--- src/rtl/control_sequencer_if.sv ---
// Control strobes and status between the sequencer (master) and the datapath (slave).
interface control_sequencer_if #(
  parameter int unsigned CNT_W = 16
);
  logic             run;
  logic [2:0]       opcode;
  logic             zero;
  logic             pc_out;
  logic             pc_inc;
  logic             pc_load;
  logic             mar_load;
  logic             mem_rd;
  logic             mem_wr;
  logic             ir_load;
  logic             ir_clear;
  logic             ir_out;
  logic             acc_load;
  logic             acc_out;
  logic             b_load;
  logic [1:0]       alu_op;
  logic             flags_load;
  logic             halted;
  logic [CNT_W-1:0] instr_count;

  modport master (
    input  run, opcode, zero,
    output pc_out, pc_inc, pc_load, mar_load, mem_rd, mem_wr, ir_load, ir_clear, ir_out,
           acc_load, acc_out, b_load, alu_op, flags_load, halted, instr_count
  );

  modport slave (
    output run, opcode, zero,
    input  pc_out, pc_inc, pc_load, mar_load, mem_rd, mem_wr, ir_load, ir_clear, ir_out,
           acc_load, acc_out, b_load, alu_op, flags_load, halted, instr_count
  );
endinterface

--- src/rtl/control_sequencer.sv ---
// Multi-cycle fetch/decode/execute sequencer driving the accumulator datapath strobes.
module control_sequencer #(
  parameter int unsigned CNT_W = 16
) (
  input  logic                clk,
  input  logic                clear_n,
  control_sequencer_if.master bus
);
  localparam logic [2:0] OpNop = 3'd0;
  localparam logic [2:0] OpLda = 3'd1;
  localparam logic [2:0] OpAdd = 3'd2;
  localparam logic [2:0] OpSub = 3'd3;
  localparam logic [2:0] OpSta = 3'd4;
  localparam logic [2:0] OpJmp = 3'd5;
  localparam logic [2:0] OpJz  = 3'd6;
  localparam logic [2:0] OpHlt = 3'd7;

  localparam logic [1:0] AluPass = 2'b00;
  localparam logic [1:0] AluAdd  = 2'b01;
  localparam logic [1:0] AluSub  = 2'b10;

  typedef enum logic [2:0] {
    StIdle = 3'd0,
    StF0   = 3'd1,
    StF1   = 3'd2,
    StDec  = 3'd3,
    StE1   = 3'd4,
    StE2   = 3'd5,
    StHalt = 3'd6
  } state_e;

  state_e           state_q, state_d;
  logic [2:0]       op_q, op_d;
  logic [CNT_W-1:0] count_q;
  logic             retire, go_halt;

  logic pc_out, pc_inc, pc_load, mar_load, mem_rd, mem_wr, ir_load, ir_clear, ir_out;
  logic acc_load, acc_out, b_load, flags_load, halted;
  logic [1:0] alu_op;

  always_comb begin
    state_d    = state_q;
    op_d       = op_q;
    retire     = 1'b0;
    go_halt    = 1'b0;
    pc_out     = 1'b0;
    pc_inc     = 1'b0;
    pc_load    = 1'b0;
    mar_load   = 1'b0;
    mem_rd     = 1'b0;
    mem_wr     = 1'b0;
    ir_load    = 1'b0;
    ir_clear   = 1'b0;
    ir_out     = 1'b0;
    acc_load   = 1'b0;
    acc_out    = 1'b0;
    b_load     = 1'b0;
    alu_op     = AluPass;
    flags_load = 1'b0;
    halted     = 1'b0;

    case (state_q)
      StIdle: begin
        ir_clear = 1'b1;
        if (bus.run) state_d = StF0;
      end
      StF0: begin
        pc_out   = 1'b1;
        mar_load = 1'b1;
        state_d  = StF1;
      end
      StF1: begin
        mem_rd  = 1'b1;
        ir_load = 1'b1;
        pc_inc  = 1'b1;
        state_d = StDec;
      end
      StDec: begin
        // Execute states decode from this latched copy, not the live IR.
        op_d = bus.opcode;
        case (bus.opcode)
          OpNop: retire = 1'b1;
          OpLda, OpAdd, OpSub, OpSta: begin
            ir_out   = 1'b1;
            mar_load = 1'b1;
            state_d  = StE1;
          end
          OpJmp: begin
            ir_out  = 1'b1;
            pc_load = 1'b1;
            retire  = 1'b1;
          end
          OpJz: begin
            ir_out  = 1'b1;
            pc_load = bus.zero;
            retire  = 1'b1;
          end
          default: begin
            retire  = 1'b1;
            go_halt = 1'b1;
          end
        endcase
      end
      StE1: begin
        case (op_q)
          OpLda: begin
            mem_rd     = 1'b1;
            acc_load   = 1'b1;
            alu_op     = AluPass;
            flags_load = 1'b1;
            retire     = 1'b1;
          end
          OpAdd, OpSub: begin
            mem_rd  = 1'b1;
            b_load  = 1'b1;
            state_d = StE2;
          end
          OpSta: begin
            acc_out = 1'b1;
            mem_wr  = 1'b1;
            retire  = 1'b1;
          end
          default: state_d = StIdle;
        endcase
      end
      StE2: begin
        acc_load   = 1'b1;
        flags_load = 1'b1;
        alu_op     = (op_q == OpSub) ? AluSub : AluAdd;
        retire     = 1'b1;
      end
      StHalt: halted = 1'b1;
      default: state_d = StIdle;
    endcase

    if (retire) begin
      if (go_halt)      state_d = StHalt;
      else if (bus.run) state_d = StF0;
      else              state_d = StIdle;
    end
  end

  always_ff @(posedge clk or negedge clear_n) begin
    if (!clear_n) begin
      state_q <= StIdle;
      op_q    <= OpNop;
      count_q <= '0;
    end else begin
      state_q <= state_d;
      op_q    <= op_d;
      if (retire) count_q <= count_q + CNT_W'(1);
    end
  end

  assign bus.pc_out      = pc_out;
  assign bus.pc_inc      = pc_inc;
  assign bus.pc_load     = pc_load;
  assign bus.mar_load    = mar_load;
  assign bus.mem_rd      = mem_rd;
  assign bus.mem_wr      = mem_wr;
  assign bus.ir_load     = ir_load;
  assign bus.ir_clear    = ir_clear;
  assign bus.ir_out      = ir_out;
  assign bus.acc_load    = acc_load;
  assign bus.acc_out     = acc_out;
  assign bus.b_load      = b_load;
  assign bus.alu_op      = alu_op;
  assign bus.flags_load  = flags_load;
  assign bus.halted      = halted;
  assign bus.instr_count = count_q;
endmodule

--- src/flat_wrapper.sv ---
// flat-port wrapper written by rule: the top's interface ports become plain ports
module control_sequencer_flat 
#(
  parameter int unsigned CNT_W = 16
)
  (clk, clear_n, bus_run, bus_opcode, bus_zero, bus_pc_out, bus_pc_inc, bus_pc_load, bus_mar_load, bus_mem_rd, bus_mem_wr, bus_ir_load, bus_ir_clear, bus_ir_out, bus_acc_load, bus_acc_out, bus_b_load, bus_alu_op, bus_flags_load, bus_halted, bus_instr_count);
  control_sequencer_if #(.CNT_W(CNT_W)) bus_i ();
  input  logic clk;
  input  logic clear_n;
  input wire logic [$bits(bus_i.run)-1:0] bus_run;
  input wire logic [$bits(bus_i.opcode)-1:0] bus_opcode;
  input wire logic [$bits(bus_i.zero)-1:0] bus_zero;
  output wire logic [$bits(bus_i.pc_out)-1:0] bus_pc_out;
  output wire logic [$bits(bus_i.pc_inc)-1:0] bus_pc_inc;
  output wire logic [$bits(bus_i.pc_load)-1:0] bus_pc_load;
  output wire logic [$bits(bus_i.mar_load)-1:0] bus_mar_load;
  output wire logic [$bits(bus_i.mem_rd)-1:0] bus_mem_rd;
  output wire logic [$bits(bus_i.mem_wr)-1:0] bus_mem_wr;
  output wire logic [$bits(bus_i.ir_load)-1:0] bus_ir_load;
  output wire logic [$bits(bus_i.ir_clear)-1:0] bus_ir_clear;
  output wire logic [$bits(bus_i.ir_out)-1:0] bus_ir_out;
  output wire logic [$bits(bus_i.acc_load)-1:0] bus_acc_load;
  output wire logic [$bits(bus_i.acc_out)-1:0] bus_acc_out;
  output wire logic [$bits(bus_i.b_load)-1:0] bus_b_load;
  output wire logic [$bits(bus_i.alu_op)-1:0] bus_alu_op;
  output wire logic [$bits(bus_i.flags_load)-1:0] bus_flags_load;
  output wire logic [$bits(bus_i.halted)-1:0] bus_halted;
  output wire logic [$bits(bus_i.instr_count)-1:0] bus_instr_count;
  assign bus_i.run = bus_run;
  assign bus_i.opcode = bus_opcode;
  assign bus_i.zero = bus_zero;
  assign bus_pc_out = bus_i.pc_out;
  assign bus_pc_inc = bus_i.pc_inc;
  assign bus_pc_load = bus_i.pc_load;
  assign bus_mar_load = bus_i.mar_load;
  assign bus_mem_rd = bus_i.mem_rd;
  assign bus_mem_wr = bus_i.mem_wr;
  assign bus_ir_load = bus_i.ir_load;
  assign bus_ir_clear = bus_i.ir_clear;
  assign bus_ir_out = bus_i.ir_out;
  assign bus_acc_load = bus_i.acc_load;
  assign bus_acc_out = bus_i.acc_out;
  assign bus_b_load = bus_i.b_load;
  assign bus_alu_op = bus_i.alu_op;
  assign bus_flags_load = bus_i.flags_load;
  assign bus_halted = bus_i.halted;
  assign bus_instr_count = bus_i.instr_count;
  control_sequencer #(.CNT_W(CNT_W)) u_core (.clk(clk), .clear_n(clear_n), .bus(bus_i));
endmodule
--- config.mk ---
export PLATFORM = sky130hd
export DESIGN_NAME = control_sequencer_flat
export DESIGN_NICKNAME = d
export VERILOG_FILES = /design/src/rtl/control_sequencer_if.sv /design/src/rtl/control_sequencer.sv /design/src/flat_wrapper.sv
export SDC_FILE = /design/constraint.sdc
export NUM_CORES = 1
export LEC_CHECK = 0
export CAP_MARGIN = 30
export CELL_PAD_IN_SITES_DETAIL_PLACEMENT = 0
export CELL_PAD_IN_SITES_GLOBAL_PLACEMENT = 1
export CORE_MARGIN = 2
export CORE_UTILIZATION = 32
export CTS_CLUSTER_DIAMETER = 30
export CTS_CLUSTER_SIZE = 10
export DETAILED_ROUTE_END_ITERATION = 10
export GPL_TIMING_DRIVEN = 0
export PLACE_DENSITY = 0.79
export SLEW_MARGIN = 20
export SYNTH_ARGS = -nofsm -noshare
export SYNTH_HDL_FRONTEND = slang
export SYNTH_SLANG_ARGS = --single-unit
--- constraint.sdc ---
create_clock -name clk -period 1.65 [get_ports clk]
set_clock_uncertainty 0.05 [all_clocks]
set_input_delay 0.495 -clock clk [delete_from_list [all_inputs] [get_ports clk]]
set_output_delay 0.495 -clock clk [all_outputs]
set_load 0.02 [all_outputs]
# Yosys cells after proc, flatten, opt, wreduce, memory -nomap -nowiden
# Index checks and enable logic that the tools add are counted.
# word_totals
ff_bits	22
word_cells	66
out_inout_bits	32
# op_classes
muxes	32
n_eq_ne	20
reduce_logical	10
n_addsub	1
# ops
operator	count
$eq A3 B3 Y1 const B	7
$mux W1	19
$eq A3 B2 Y1 const B	6
$pmux W3 S6	1
$add A16 B1 Y16 const B	1
$mux W3	4
$eq A3 B1 Y1 const B	3
$pmux W1 S2	4
$reduce_or A7 Y1	1
$logic_not A3 Y1	2
$ne A3 B2 Y1 const B	2
$pmux W3 S2	1
$reduce_or A2 Y1	3
$reduce_or A6 Y1	1
$mux W2	2
$reduce_and A4 Y1	1
$reduce_or A4 Y1	1
$ne A3 B1 Y1 const B	1
$pmux W1 S3	1
$reduce_or A3 Y1	1
$ne A2 B1 Y1 const B	1

# Longest topological paths before layout
# depth
word_depth	6
ltp_mapped	6
ltp_nobuf	4

# Least setup slack after synthesis
# OpenSTA, ideal clock, no wires.
# synth_path
path_kind	reg-to-output
startpoint	reg u_core.state_q[2]
endpoint	out bus_b_load
path_slack_ns	-0.194
arrival_time_ns	1.299
path_stages_with_launch	4
required_ns	1.105
path_cell_list	dfrtp_1 -> clkbuf_1 -> nand2_1 -> nor3_1
# synth_via
elab_chain_len	2
# synth_rtl
element	line	text
from (decl)	control_sequencer.sv:32	state_e state_q, state_d;
from (signal assigned)	control_sequencer.sv:145	state_q <= StIdle;
from (signal assigned)	control_sequencer.sv:149	state_q <= state_d;
$eq A3 B3 Y1	control_sequencer.sv:62	case (state_q)
$mux W1	control_sequencer.sv:62	
to (decl)	flat_wrapper.sv:24	output wire logic [$bits(bus_i.b_load)-1:0] bus_b_load;
# Every way passes these cells.

# Final worst setup path
# layout_path
startpoint	reg u_core.state_q[0]
endpoint	out bus_alu_op[0]
# layout_via
elab_chain_len	2
# layout_rtl
element	line	text
$eq A3 B3 Y1	control_sequencer.sv:62	
$mux W2	-	
to (decl)	flat_wrapper.sv:25	output wire logic [$bits(bus_i.alu_op)-1:0] bus_alu_op;
# Every way passes these cells.

==> out/qor.yml <==
number_of_clock_buffers_inserted_by_tritoncts: 3
design.final.nets: 225
netlist-cell-type-count: 38
globalRouteOverflowTotal: 0
clk_path_buf_depth: 2
area_delta_synth_final_pct: 74.98
synth_largest_area_cell: "sky130_fd_sc_hd__dfrtp_1"
rows: 23
violations_in_the_final_reports: "negative setup slack"
h_tree_levels: 1
synth_nets: 146
grt_max_degree: 23
timing_worst_setup_path_type: "register to output port"
remaining_drc_errors: 0
synth_top_flop_cell: "sky130_fd_sc_hd__dfrtp_1"
netlist_top_cells_area: "sky130_fd_sc_hd__dfrtp_1 40%, sky130_fd_sc_hd__xor2_1 8.3%, sky130_fd_sc_hd__a211oi_2 5.5%"
worstPathArrival_ns: 1.41
rr_startpoint: "u_core.op_q[1]"
clock_input_transition_at_the_sequential_cells_of_the_worst_setup_and_hold_paths_ns: 0.07
count_of_buffering_cells_on_the_critical_path_with_inverters_included: 3
commonest_cells_post_synth: "22 x sky130_fd_sc_hd__dfrtp_1, 20 x sky130_fd_sc_hd__nand2_1, 13 x sky130_fd_sc_hd__xor2_1, 9 x sky130_fd_sc_hd__nor2_1, 8 x sky130_fd_sc_hd__a21oi_1"
cts.sink_count: 22
register_to_register_path_depth: 7
crit_slowest_cell: "sky130_fd_sc_hd__dfrtp_1"
drive_gt1_frac: 0.5488
yosys_warnings: 0
design.die.area_sq_um: 4805
tightestPinTransition_ns: 0.5798
yosysSeqAreaShare: 0.4033
cp-end-kind: "output port"
dr_total_vias: 1346
drt-wirelength-per-cell_um: 14.95
place_congestion: 0.7886
drtIter0Drc: 49
die_x_um: 69.32
placeableCoreArea_sq_um: 4058
drt-total-wl_um: 3961
grt_util_all_layers: 0.1637
crit_fanout: 7
total_standard_cell_area_after_synthesis_sq_um: 1365
netlist.area_leader.share: 0.4033
clk-insertion-delay-late_ns: 0.26
cts_root_buffer: "sky130_fd_sc_hd__clkbuf_8"
utilization: 0.5887
die_height_um: 69.32
multiInputGateArea_sq_um: 920.9
largest_stage_delay_worst_path_ns: 0.35
setup-violations-final: 33
start_util: 0.3364
grt_pass1_vias: 1365
max_slew_margin: 0.6124
drt.antenna.violating_nets: 0
setup_ws_ns: -0.3084
finalHoldViolations: 0
power_uw: 4126
min_period_ns: 1.958
final.fill_count: 322
synth-edff-count: 0
timing.max_cap.violations: 0
run_status: "finished with violations"
endpoint_of_the_worst_slack_reg_to_reg_timing_path: "u_core.bus.instr_count[13]"
asyncSetResetFlopFracSynth: 1.000
cpLargestDelayFamily: "buffers and inverters"
dp_hpwl_um: 2438
grt_antenna_before_repair: 0
p_leak_uw: 0.0009678
fmax_ghz: 0.5106
first_pass_iters: 5
synthesis.area_per_instance_sq_um: 9.892
route.detailed.vias_per_inst: 5.079
top_count_cell_post_synth: "sky130_fd_sc_hd__dfrtp_1"
worst-endpoint-required_ns: 1.10
grt_pass1_wl_um: 6486
grt_setup_unrepaired: "true"
tritoncts: "built"
worstHoldPathType: "primary input to async pin"
reg2reg_slack_ns: -0.16
regArea_sq_um: 558.0
final_min_period_over_clock_period: 1.187
ioPinCount: 39
yosys_register_bits: 22
maxSlewViolCount: 0
post_synthesis_instance_total: 138
portBuffers: 38
pwr_density_cell_nw_per_um2: 1728
irDropWorstVdd_v: 0.0007651
insertedDiodeCount: 0
crit_chain: "buf_6 -> clkinvlp_4 -> nor2_2 -> nand2_1 -> a21oi_2 -> buf_4"
worst_setup_path_start_kind: "register"
logic make-up after synthesis:
| logic type | after synthesis | share of synthesized area |
|---|---|---|
| and+or+nand+nor | 59 | 0.2273 |
| AOI/OAI and AO/OA | 26 | 0.1943 |
| DFF | 22 | 0.4033 |
| xor gates and xnor gates | 15 | 0.09624 |
| buffers and inverters | 14 | 0.05866 |
| muxes | 1 | 0.01100 |
| adders and majority gates | 1 | 0.009164 |
cell usage in the layout (no fill, tap or decap), types with 2 or more instances in the layout:
cell / synthesis / routed
sky130_fd_sc_hd__buf_6: 1 / 27
sky130_fd_sc_hd__buf_4: 5 / 26
sky130_fd_sc_hd__dlygate4sd2_1: 0 / 16
sky130_fd_sc_hd__dfrtp_1: 22 / 16
sky130_fd_sc_hd__nand2_1: 20 / 14
sky130_fd_sc_hd__xor2_1: 13 / 13
sky130_fd_sc_hd__nand3_1: 7 / 7
sky130_fd_sc_hd__clkbuf_8: 0 / 6
sky130_fd_sc_hd__nor2_1: 9 / 6
sky130_fd_sc_hd__a211oi_2: 6 / 6
sky130_fd_sc_hd__dfrtp_2: 0 / 6
sky130_fd_sc_hd__nand2_2: 0 / 5
sky130_fd_sc_hd__buf_2: 1 / 5
sky130_fd_sc_hd__nor3_4: 0 / 4
sky130_fd_sc_hd__a21oi_2: 0 / 4
sky130_fd_sc_hd__inv_1: 5 / 4
sky130_fd_sc_hd__a21oi_1: 8 / 3
sky130_fd_sc_hd__nor2b_4: 0 / 2
sky130_fd_sc_hd__nor2_2: 0 / 2
sky130_fd_sc_hd__nor3b_4: 0 / 2
sky130_fd_sc_hd__nor3_2: 1 / 2
sky130_fd_sc_hd__and3_1: 2 / 2
sky130_fd_sc_hd__nand4_1: 2 / 2
sky130_fd_sc_hd__buf_8: 0 / 2
sky130_fd_sc_hd__xnor2_1: 2 / 2
sky130_fd_sc_hd__a2111oi_4: 2 / 2
sky130_fd_sc_hd__a211oi_4: 0 / 2
per-layer routing:
| layer | GRT usage | share of wire | vias to the layer above |
|---|---|---|---|
| li1 | - | - | 642 |
| met1 | 0.2164 | 0.44 | 688 |
| met2 | 0.2788 | 0.54 | 16 |
| met3 | 0.03198 | 0.016 | 0 |
| met4 | 0.03268 | 0 | 0 |
| met5 | 0 | 0 | - |
how the worst max path moves through the flow:
| stage | startpoint | end | slack, ns | cells past startpoint |
|---|---|---|---|---|
| detailed placement | bus_opcode[1] | bus_mar_load | -1.13 | 5 |
| CTS | u_core.op_q[1] | bus_mem_wr | -0.28 | 4 |
| global placement | bus_opcode[1] | bus_mar_load | -1.11 | 5 |
| finish | u_core.state_q[0] | bus_alu_op[0] | -0.31 | 6 |
| floorplan | u_core.op_q[1] | bus_flags_load | -0.04 | 4 |
| global route | u_core.state_q[0] | bus_alu_op[0] | -0.36 | 6 |
through the flow:
| step | instance area, sq um | worst slack [ns] | hold WS (ns) | std cells | setup TNS, ns |
|---|---|---|---|---|---|
| 6_report | 2389 | -0.3084 | 0.1321 | 265 | -5.248 |
| 5_1_grt | 2389 | -0.3639 | 0.1703 | 265 | -7.189 |
| 4_1_cts | 2281 | -0.2759 | 0.4305 | 262 | -4.546 |
| 3_5_place_dp | 1873 | -1.129 | 0.4129 | 226 | -23.33 |
| 3_3_place_gp | 1873 | -1.107 | 0.4176 | 226 | -21.68 |
| 2_1_floorplan | 1430 | -0.03562 | 0.1494 | 138 | -0.1919 |
cell type report:
cell class,count,share of cell area
Multi-Input combinational cell,102,0.3855
Timing Repair Buffer,74,0.2823
Sequential cell,22,0.2336
Buffer,9,0.04557
Tap cell,50,0.02619
Clock buffer,3,0.01729
Inverter,5,0.009429
where the power goes:
group,switching [uW],leakage (uW),internal [uW],total (uW)
Sequential,292,0.000236,756,1050
Clock,164,0.0000216,163,327
Combinational,1400,0.000710,1360,2750
Total,1850,0.000968,2280,4130
registers in the layout (all words and copies together) (netlist names):
name / count
u_core.bus.instr_count: 16
u_core.op_q: 3
u_core.state_q: 3
what timing repair did:
action,in CTS,in global routing
endpoints found under the setup margin,50,37
cloned,3,0
gates resized for setup,164,24
buffers inserted,30,4
hold buffers,0,0
pin swaps,29,12
Power figures use the tool's default switching activity.
